[src/rtl/regfile_multiport.sv]
// Multiport register file with hardwired-zero r0, write-to-read bypass and per-register busy scoreboard.
// Latency: writes and scoreboard updates land at the next clk edge; reads are combinational.
// Backpressure: none; every write, clear and alloc is accepted in the cycle it is presented.
module regfile_multiport #(
    parameter int DATA_W    = 32,
    parameter int DEPTH     = 32,
    parameter int NUM_RD    = 2,
    parameter int NUM_WR    = 1,
    parameter int ZERO_REG0 = 1,
    parameter int BYPASS    = 1,
    localparam int AW       = $clog2(DEPTH)
) (
    input  logic                     clk,
    input  logic                     reset,
    input  logic [NUM_WR-1:0]        we,
    input  logic [NUM_WR*AW-1:0]     waddr,
    input  logic [NUM_WR*DATA_W-1:0] wdata,
    input  logic [NUM_WR-1:0]        wclr,
    input  logic                     alloc_valid,
    input  logic [AW-1:0]            alloc_addr,
    input  logic [NUM_RD*AW-1:0]     raddr,
    output logic [NUM_RD*DATA_W-1:0] rdata,
    output logic [NUM_RD-1:0]        rbusy,
    output logic [DEPTH-1:0]         busy_vec
);

    logic [DATA_W-1:0] regs [DEPTH];
    logic [DEPTH-1:0]  busy_q;
    logic [DEPTH-1:0]  busy_d;

    logic [AW-1:0]     wa  [NUM_WR];
    logic [DATA_W-1:0] wd  [NUM_WR];
    logic [NUM_WR-1:0] wen;
    logic              alloc_en;

    // A write to r0 is dropped here so storage, bypass and clear all see it as absent.
    for (genvar k = 0; k < NUM_WR; k++) begin : g_wr
        assign wa[k]  = waddr[k*AW +: AW];
        assign wd[k]  = wdata[k*DATA_W +: DATA_W];
        assign wen[k] = we[k] && !(ZERO_REG0 != 0 && wa[k] == '0);
    end

    assign alloc_en = alloc_valid && !(ZERO_REG0 != 0 && alloc_addr == '0);

    // Alloc is applied after clears: a new producer supersedes the retiring one.
    always_comb begin
        busy_d = busy_q;
        for (int k = 0; k < NUM_WR; k++) begin
            if (wen[k] && wclr[k]) begin
                busy_d[wa[k]] = 1'b0;
            end
        end
        if (alloc_en) begin
            busy_d[alloc_addr] = 1'b1;
        end
    end

    // Later ports overwrite earlier ones, so the highest index wins a conflict.
    always_ff @(posedge clk) begin
        if (reset) begin
            for (int i = 0; i < DEPTH; i++) begin
                regs[i] <= '0;
            end
            busy_q <= '0;
        end else begin
            for (int k = 0; k < NUM_WR; k++) begin
                if (wen[k]) begin
                    regs[wa[k]] <= wd[k];
                end
            end
            busy_q <= busy_d;
        end
    end

    assign busy_vec = busy_q;

    for (genvar r = 0; r < NUM_RD; r++) begin : g_rd
        logic [AW-1:0]     ra;
        logic [DATA_W-1:0] val;
        logic              bsy;

        assign ra = raddr[r*AW +: AW];

        always_comb begin
            val = regs[ra];
            bsy = busy_q[ra];
            if (BYPASS != 0) begin
                for (int k = 0; k < NUM_WR; k++) begin
                    if (wen[k] && wa[k] == ra) begin
                        val = wd[k];
                        if (wclr[k]) begin
                            bsy = 1'b0;
                        end
                    end
                end
            end
            if (ZERO_REG0 != 0 && ra == '0) begin
                val = '0;
                bsy = 1'b0;
            end
        end

        assign rdata[r*DATA_W +: DATA_W] = val;
        assign rbusy[r]                  = bsy;
    end

endmodule

[config.mk]
export PLATFORM = sky130hd
export DESIGN_NAME = regfile_multiport
export DESIGN_NICKNAME = d
export VERILOG_FILES = /design/src/rtl/regfile_multiport.sv
export SDC_FILE = /design/constraint.sdc
export NUM_CORES = 2
export LEC_CHECK = 0
export BUFFER_PORTS_ARGS = -buffer_cell sky130_fd_sc_hd__buf_2
export CAP_MARGIN = 20
export CORE_ASPECT_RATIO = 0.6
export CORE_UTILIZATION = 63
export CTS_CLUSTER_DIAMETER = 60
export DETAILED_ROUTE_END_ITERATION = 10
export PLACE_DENSITY = 0.76
export SLEW_MARGIN = 20
export SYNTH_ARGS = -nofsm -noshare
export SYNTH_HDL_FRONTEND = slang
export SYNTH_SLANG_ARGS = --single-unit
[constraint.sdc]
create_clock -name clk -period 2.7 [get_ports clk]
set_input_delay 0.405 -clock clk [delete_from_list [all_inputs] [get_ports clk]]
set_output_delay 0.405 -clock clk [all_outputs]
set_load 0.005 [all_outputs]
# Yosys cells after proc, flatten, opt, wreduce, memory -nomap -nowiden
# Memory sizes are Yosys's and may differ from the RTL's.
# Index checks and enable logic that the tools add are counted.
# Widths: inputs -> output; s select.
# op_classes
n_lt_le_gt_ge	6
n_eq_ne	2
n_mux	28
bitwise	3
reduce_logical	14
# ops
op	count
$mux 32	7
$and 32x32->32	1
$not 32->32	1
$or 32x32->32	1
$reduce_or 32->1	1
$lt 5x6->1 const B	4
$logic_not 5->1	4
$mux 1	16
$bmux 1 s5	2
$demux 1 s5	2
$eq 5x5->1	2
$ge 5x1->1 const B	2
$logic_and 1x1->1	7
$mux 5	1
$logic_not 1->1	2
# word_totals
ff_bits	32
ramBits	1024
in_bits	57
out_inout_bits	98
word_cells	55
n_memories	1
# memory_table
name	depth	width	read_ports	rd_ports_with_merged_regs	wr	line	text
regs	32	32	2	0	32	27	logic [DATA_W-1:0] regs [DEPTH];

# Depth between registers and ports, before layout
# logic_depth
word_depth	9
depth_mapped	10
ltp_nobuf	5

# Worst setup path after synthesis
# No wires, ideal clock.
# synth_timing
kind	input-to-output
from	in raddr[0]
to	out rbusy[0]
arrival_time_ns	2.049
required_time_ns	2.295
slack_ns	0.246
path_stages	7
n_path_buf	3
path_cell_list	buf_2 buf_2 mux4_2 mux4_2 a22oi_1 a21oi_1 buf_4
# synth_via
elab_chain_len	5
# synth_rtl
item	line	text
start: declaration	21	input logic [NUM_RD*AW-1:0] raddr,
$bmux 1 s5	86	bsy = busy_q[ra];
$mux 1 (implied by the code)	86	
$mux 1	91	if (wclr[k]) begin
$mux 1	89	if (wen[k] && wa[k] == ra) begin
$mux 1 *	97	if (ZERO_REG0 != 0 && ra == '0) begin
end: declaration	23	output logic [NUM_RD-1:0] rbusy,
# Mark *: on every way between the ends. The rest lies on a longest branch, timed or not. The select of a mux whose other input is x is not followed.

# Worst setup path after layout
# layout_timing
from	in raddr[7]
to	out rdata[38]
# layout_via
elab_chain_len	4
# layout_rtl
item	line	text
parallel branches: the longest is 3 deep, another holds $mem_v2 32x32	--	
$mux 32 *	97	
end: declaration	22	output logic [NUM_RD*DATA_W-1:0] rdata,
# Every way passes the cells marked *.

==> key figures <==
Placement
  • Placement Setup Slack: -592 ps
  • Count of buffers from port buffering: 154
  • Detailed placement HPWL: 141000 µm
  • Total placed instance area: 0.0646 mm²
  • Global placement routability congestion: 0.957
  • Placed insts: 5765

Floorplan
  • Vertical die dimension: 237 µm
  • Count of standard-cell rows: 85
  • Starting density of the core: 64.2%
  • Die extent in x: 394 µm
  • Placeable core region: 0.0904 mm²
  • Die area: 0.0933 mm²
  • I/O pin count: 155

Drt
  • Routed wire length: 222000 µm
  • Routed WL per cell: 36.9 µm
  • Number of detailed-route iterations in the first pass: 11
  • Final ANT Viol Nets: 0
  • DRT iter0 DRCs: 8534
  • Top routing layer used: met5
  • M1 WL: 75300 µm
  • Post-route DRC violation count: 1
  • Metal3 WL: 44700 µm
  • Average vias per placed instance: 7.40
  • Routed length on met2: 88900 µm
  • Vias post-DR: 44580

Synthesis
  • Async set-or-reset flop fraction in the synthesized netlist: 0%
  • Count of cell types in the netlist: 66
  • Cell type contributing the most total cell area after synthesis: sky130_fd_sc_hd__edfxtp_1
  • Area share of the largest cell type after synthesis: 53.0%
  • Total standard cell area after synthesis: 0.0580 mm²
  • Synth Register Bits: 1056
  • Top post-synthesis cells by count: 1024 x sky130_fd_sc_hd__edfxtp_1, 994 x sky130_fd_sc_hd__and2_1, 495 x sky130_fd_sc_hd__mux2i_1, 311 x sky130_fd_sc_hd__mux4_2, 273 x sky130_fd_sc_hd__clkbuf_1
  • Sequential element share of the synthesized area: 54.1%
  • Synth Flop Type: sky130_fd_sc_hd__edfxtp_1
  • Total of warnings raised by yosys: 0
  • Mean instance size in the synthesized netlist: 13.6 µm²
  • Most area-consuming cells after synthesis: sky130_fd_sc_hd__edfxtp_1 53%, sky130_fd_sc_hd__mux4_2 12%, sky130_fd_sc_hd__and2_1 11%, sky130_fd_sc_hd__mux2i_1 8.5%, sky130_fd_sc_hd__clkbuf_1 1.8%
  • Post-Synthesis Cells: 4252
  • Number of enable-type register cells in the synthesized netlist: 1024
  • Most repeated cell in the gate-level netlist after synthesis: sky130_fd_sc_hd__edfxtp_1

Critical path
  • CP Cell Sequence: buf_4 > buf_12 > buf_6 > xnor2_4 > nand4_1 > buf_4 > buf_6 > o311ai_4 > buf_12 > buf_4 > a211oi_2 > a211o_1 > buf_2
  • Cell with the largest stage delay on the worst path: sky130_fd_sc_hd__o311ai_4
  • Startpoint types: input pin
  • CP Data Arrival Time: 2740 ps
  • Endpoint of the worst register-to-register path: busy_vec[21]
  • Gate family responsible for the most delay along the worst path: buffers and inverters
  • Number of buffer and inverter instances along the worst setup path: 8
  • Largest fanout on the critical path: 16
  • Maximum single-stage delay on the critical path: 360 ps
  • Most used cell, CP: sky130_fd_sc_hd__buf_4
  • Flop2flop setup slack: 1900 ps
  • Reg-to-Reg Start: busy_vec[21]
  • Number of cells on the worst reg-to-reg path: 3
  • Required arrival time at the worst endpoint: 2300 ps
  • Worst Path Class, Setup: in2out
  • Type of destination of the critical path: output port

Finish
  • Utilization after layout: 77.7%
  • Net count of the finished layout: 4779
  • Area of all placed cells without fillers: 0.0702 mm²
  • Layout Area Growth over Synthesis: 21.1%
  • Proportion of layout cells with a drive suffix above 1: 33.1%
  • Final instance count without filler cells: 6028

CTS
  • Register clock-pin slew on the reported worst setup and hold paths: 60 ps
  • Maximum buffer depth of the clock tree: 3
  • CTS tree: built
  • Clock buffers created by TritonCTS: 98
  • # H-tree levels: 3
  • Clock insertion delay at the later pin of the skew report: 710 ps
  • Cell chosen for the clock root: sky130_fd_sc_hd__clkbuf_16
  • CTS Sinks: 1056

Worst hold path
  • Critical hold path startpoint: alloc_valid
  • Worst hold-check path type: in2reg
  • Hold endpoint: busy_vec[2]
  • WHS Path Cells: 3

Pwr
  • Pint: 29.8 mW
  • VDD IR max: 491 µV
  • Power density normalized to cell area: 578 mW/mm²
  • Comb pwr share: 16.3%
  • Overall power of the completed layout: 40.6 mW
  • Portion of total power attributed to sequential cells: 47.7%
  • Switching power share of the total: 26.6%
  • Static Leak: 26.4 nW
  • Power dissipated by switching net loads: 10.8 mW
  • Clock share of power: 36.1%

STA
  • Worst slew margin relative to its limit: 42.6%
  • Fin Clk Skew: 0 ps
  • Final worst hold slack: 65.4 ps
  • Setup repair after global routing missed its margin: true
  • Setup WS post-layout: -445 ps
  • Final period demand of the worst path: 3140 ps
  • Sum Neg Setup Slack: -13340 ps
  • Tightest Pin Transition: 861 ps
  • Achievable clock frequency: 318 MHz
  • Final period util: 116%
  • Max-slew violations: 0
  • Number of hold-slack violations in the final timing report: 0
  • Total of endpoints with negative setup slack in the final report: 66

Global route
  • Pin count of the biggest net entering global routing: 96
  • Overall Global Routing Usage: 46.9%
  • First-pass GRT wire length: 308000 µm
  • Antenna violations before repair: 22
  • Final global-route overflow total: 0
  • Number of global-route vias before repair: 42568

Flow run
  • Max-cap viol count: 0

Status
  • Violated checks: design-rule violations, negative setup slack
  • Result of the run: complete, but fails checks
cell families after synthesis:
kind of cell    share of synthesized area, %
mux                                     21.2
compound gates                          6.40
simple gates                            14.2
buf+inv                                 3.92
xor+xnor                               0.151
other cells                          0.00647
flops                                   54.1
layer usage:
| layer | global-route usage, % | vias to the layer above |
|---|---|---|
| met4 | 23.3 | 8 |
| li1 | - | 17074 |
| met5 | 0 | - |
| met1 | 63.9 | 21720 |
| met2 | 63.5 | 4799 |
| met3 | 21.3 | 979 |
power groups by stage:
| stage | Clock, mW | Combinational, mW | Sequential, mW |
|---|---|---|---|
| after CTS | 14.5 | 6.13 | 19.3 |
| after floorplan | 0 | 3.12 | 19.4 |
| after global routing | 15.1 | 6.69 | 19.4 |
| after global placement | 0 | 5.70 | 19.6 |
| final | 14.7 | 6.62 | 19.4 |
| after detailed placement | 0 | 5.76 | 19.6 |
tightest hold or removal path, stage by stage:
cell	delay, ps
sky130_fd_sc_hd__buf_2	180
sky130_fd_sc_hd__nand3_1	90
sky130_fd_sc_hd__a21oi_1	50
sequential cells by signal (all words and copies together), names as in the netlist:
name / cells
regs: 1024
busy_vec: 32
area by class of cell:
class / instances / area [µm²]
Clock inverter: 66 / 689
Fill cell: 5282 / 20200
Inverter: 6 / 22.5
Sequential cell: 1056 / 31400
Clock buffer: 114 / 2580
Timing Repair Buffer: 776 / 8010
Multi-Input combinational cell: 2784 / 26000
Tap cell: 1218 / 1520
Antenna cell: 8 / 20.0
repair_timing:
action                                  CTS  global route
endpoints found under the setup margin   66            66
resized for setup                       254            91
endpoints found under the hold margin     0             0
pin swaps                                99            61
gates cloned                              7             3
setup buffers                            43            33
hold buffers                              0             0
placed cells by master, fill, tap and decap left out, drive strengths merged, types with 27 or more instances in the layout:
cell	Yosys	routed
edfxtp	1024	1024
and2	994	994
buf	164	768
mux2i	495	495
mux4	313	313
nor2	155	155
clkbuf	273	118
o22ai	94	94
o21ai	91	91
nor3	60	60
nand2	53	53
a21oi	53	53
a22oi	52	52
clkinv	0	42
nor4	37	37
or2	33	33
conb	1	32
dfxtp	32	32
o21bai	31	31
a32o	31	31
a221oi	30	30
o211ai	27	27
worst max-delay path by stage:
stage                 startpoint   endpoint  cells past startpoint
finish                  raddr[7]  rdata[38]                     13
global route            raddr[5]  rdata[55]                     12
CTS                 regs[18][16]  rdata[48]                      8
detailed placement      raddr[7]  rdata[35]                      9
global placement        raddr[7]  rdata[35]                      9
floorplan               raddr[0]   rbusy[0]                      7
Note: power is estimated with default switching activity, not from simulation.
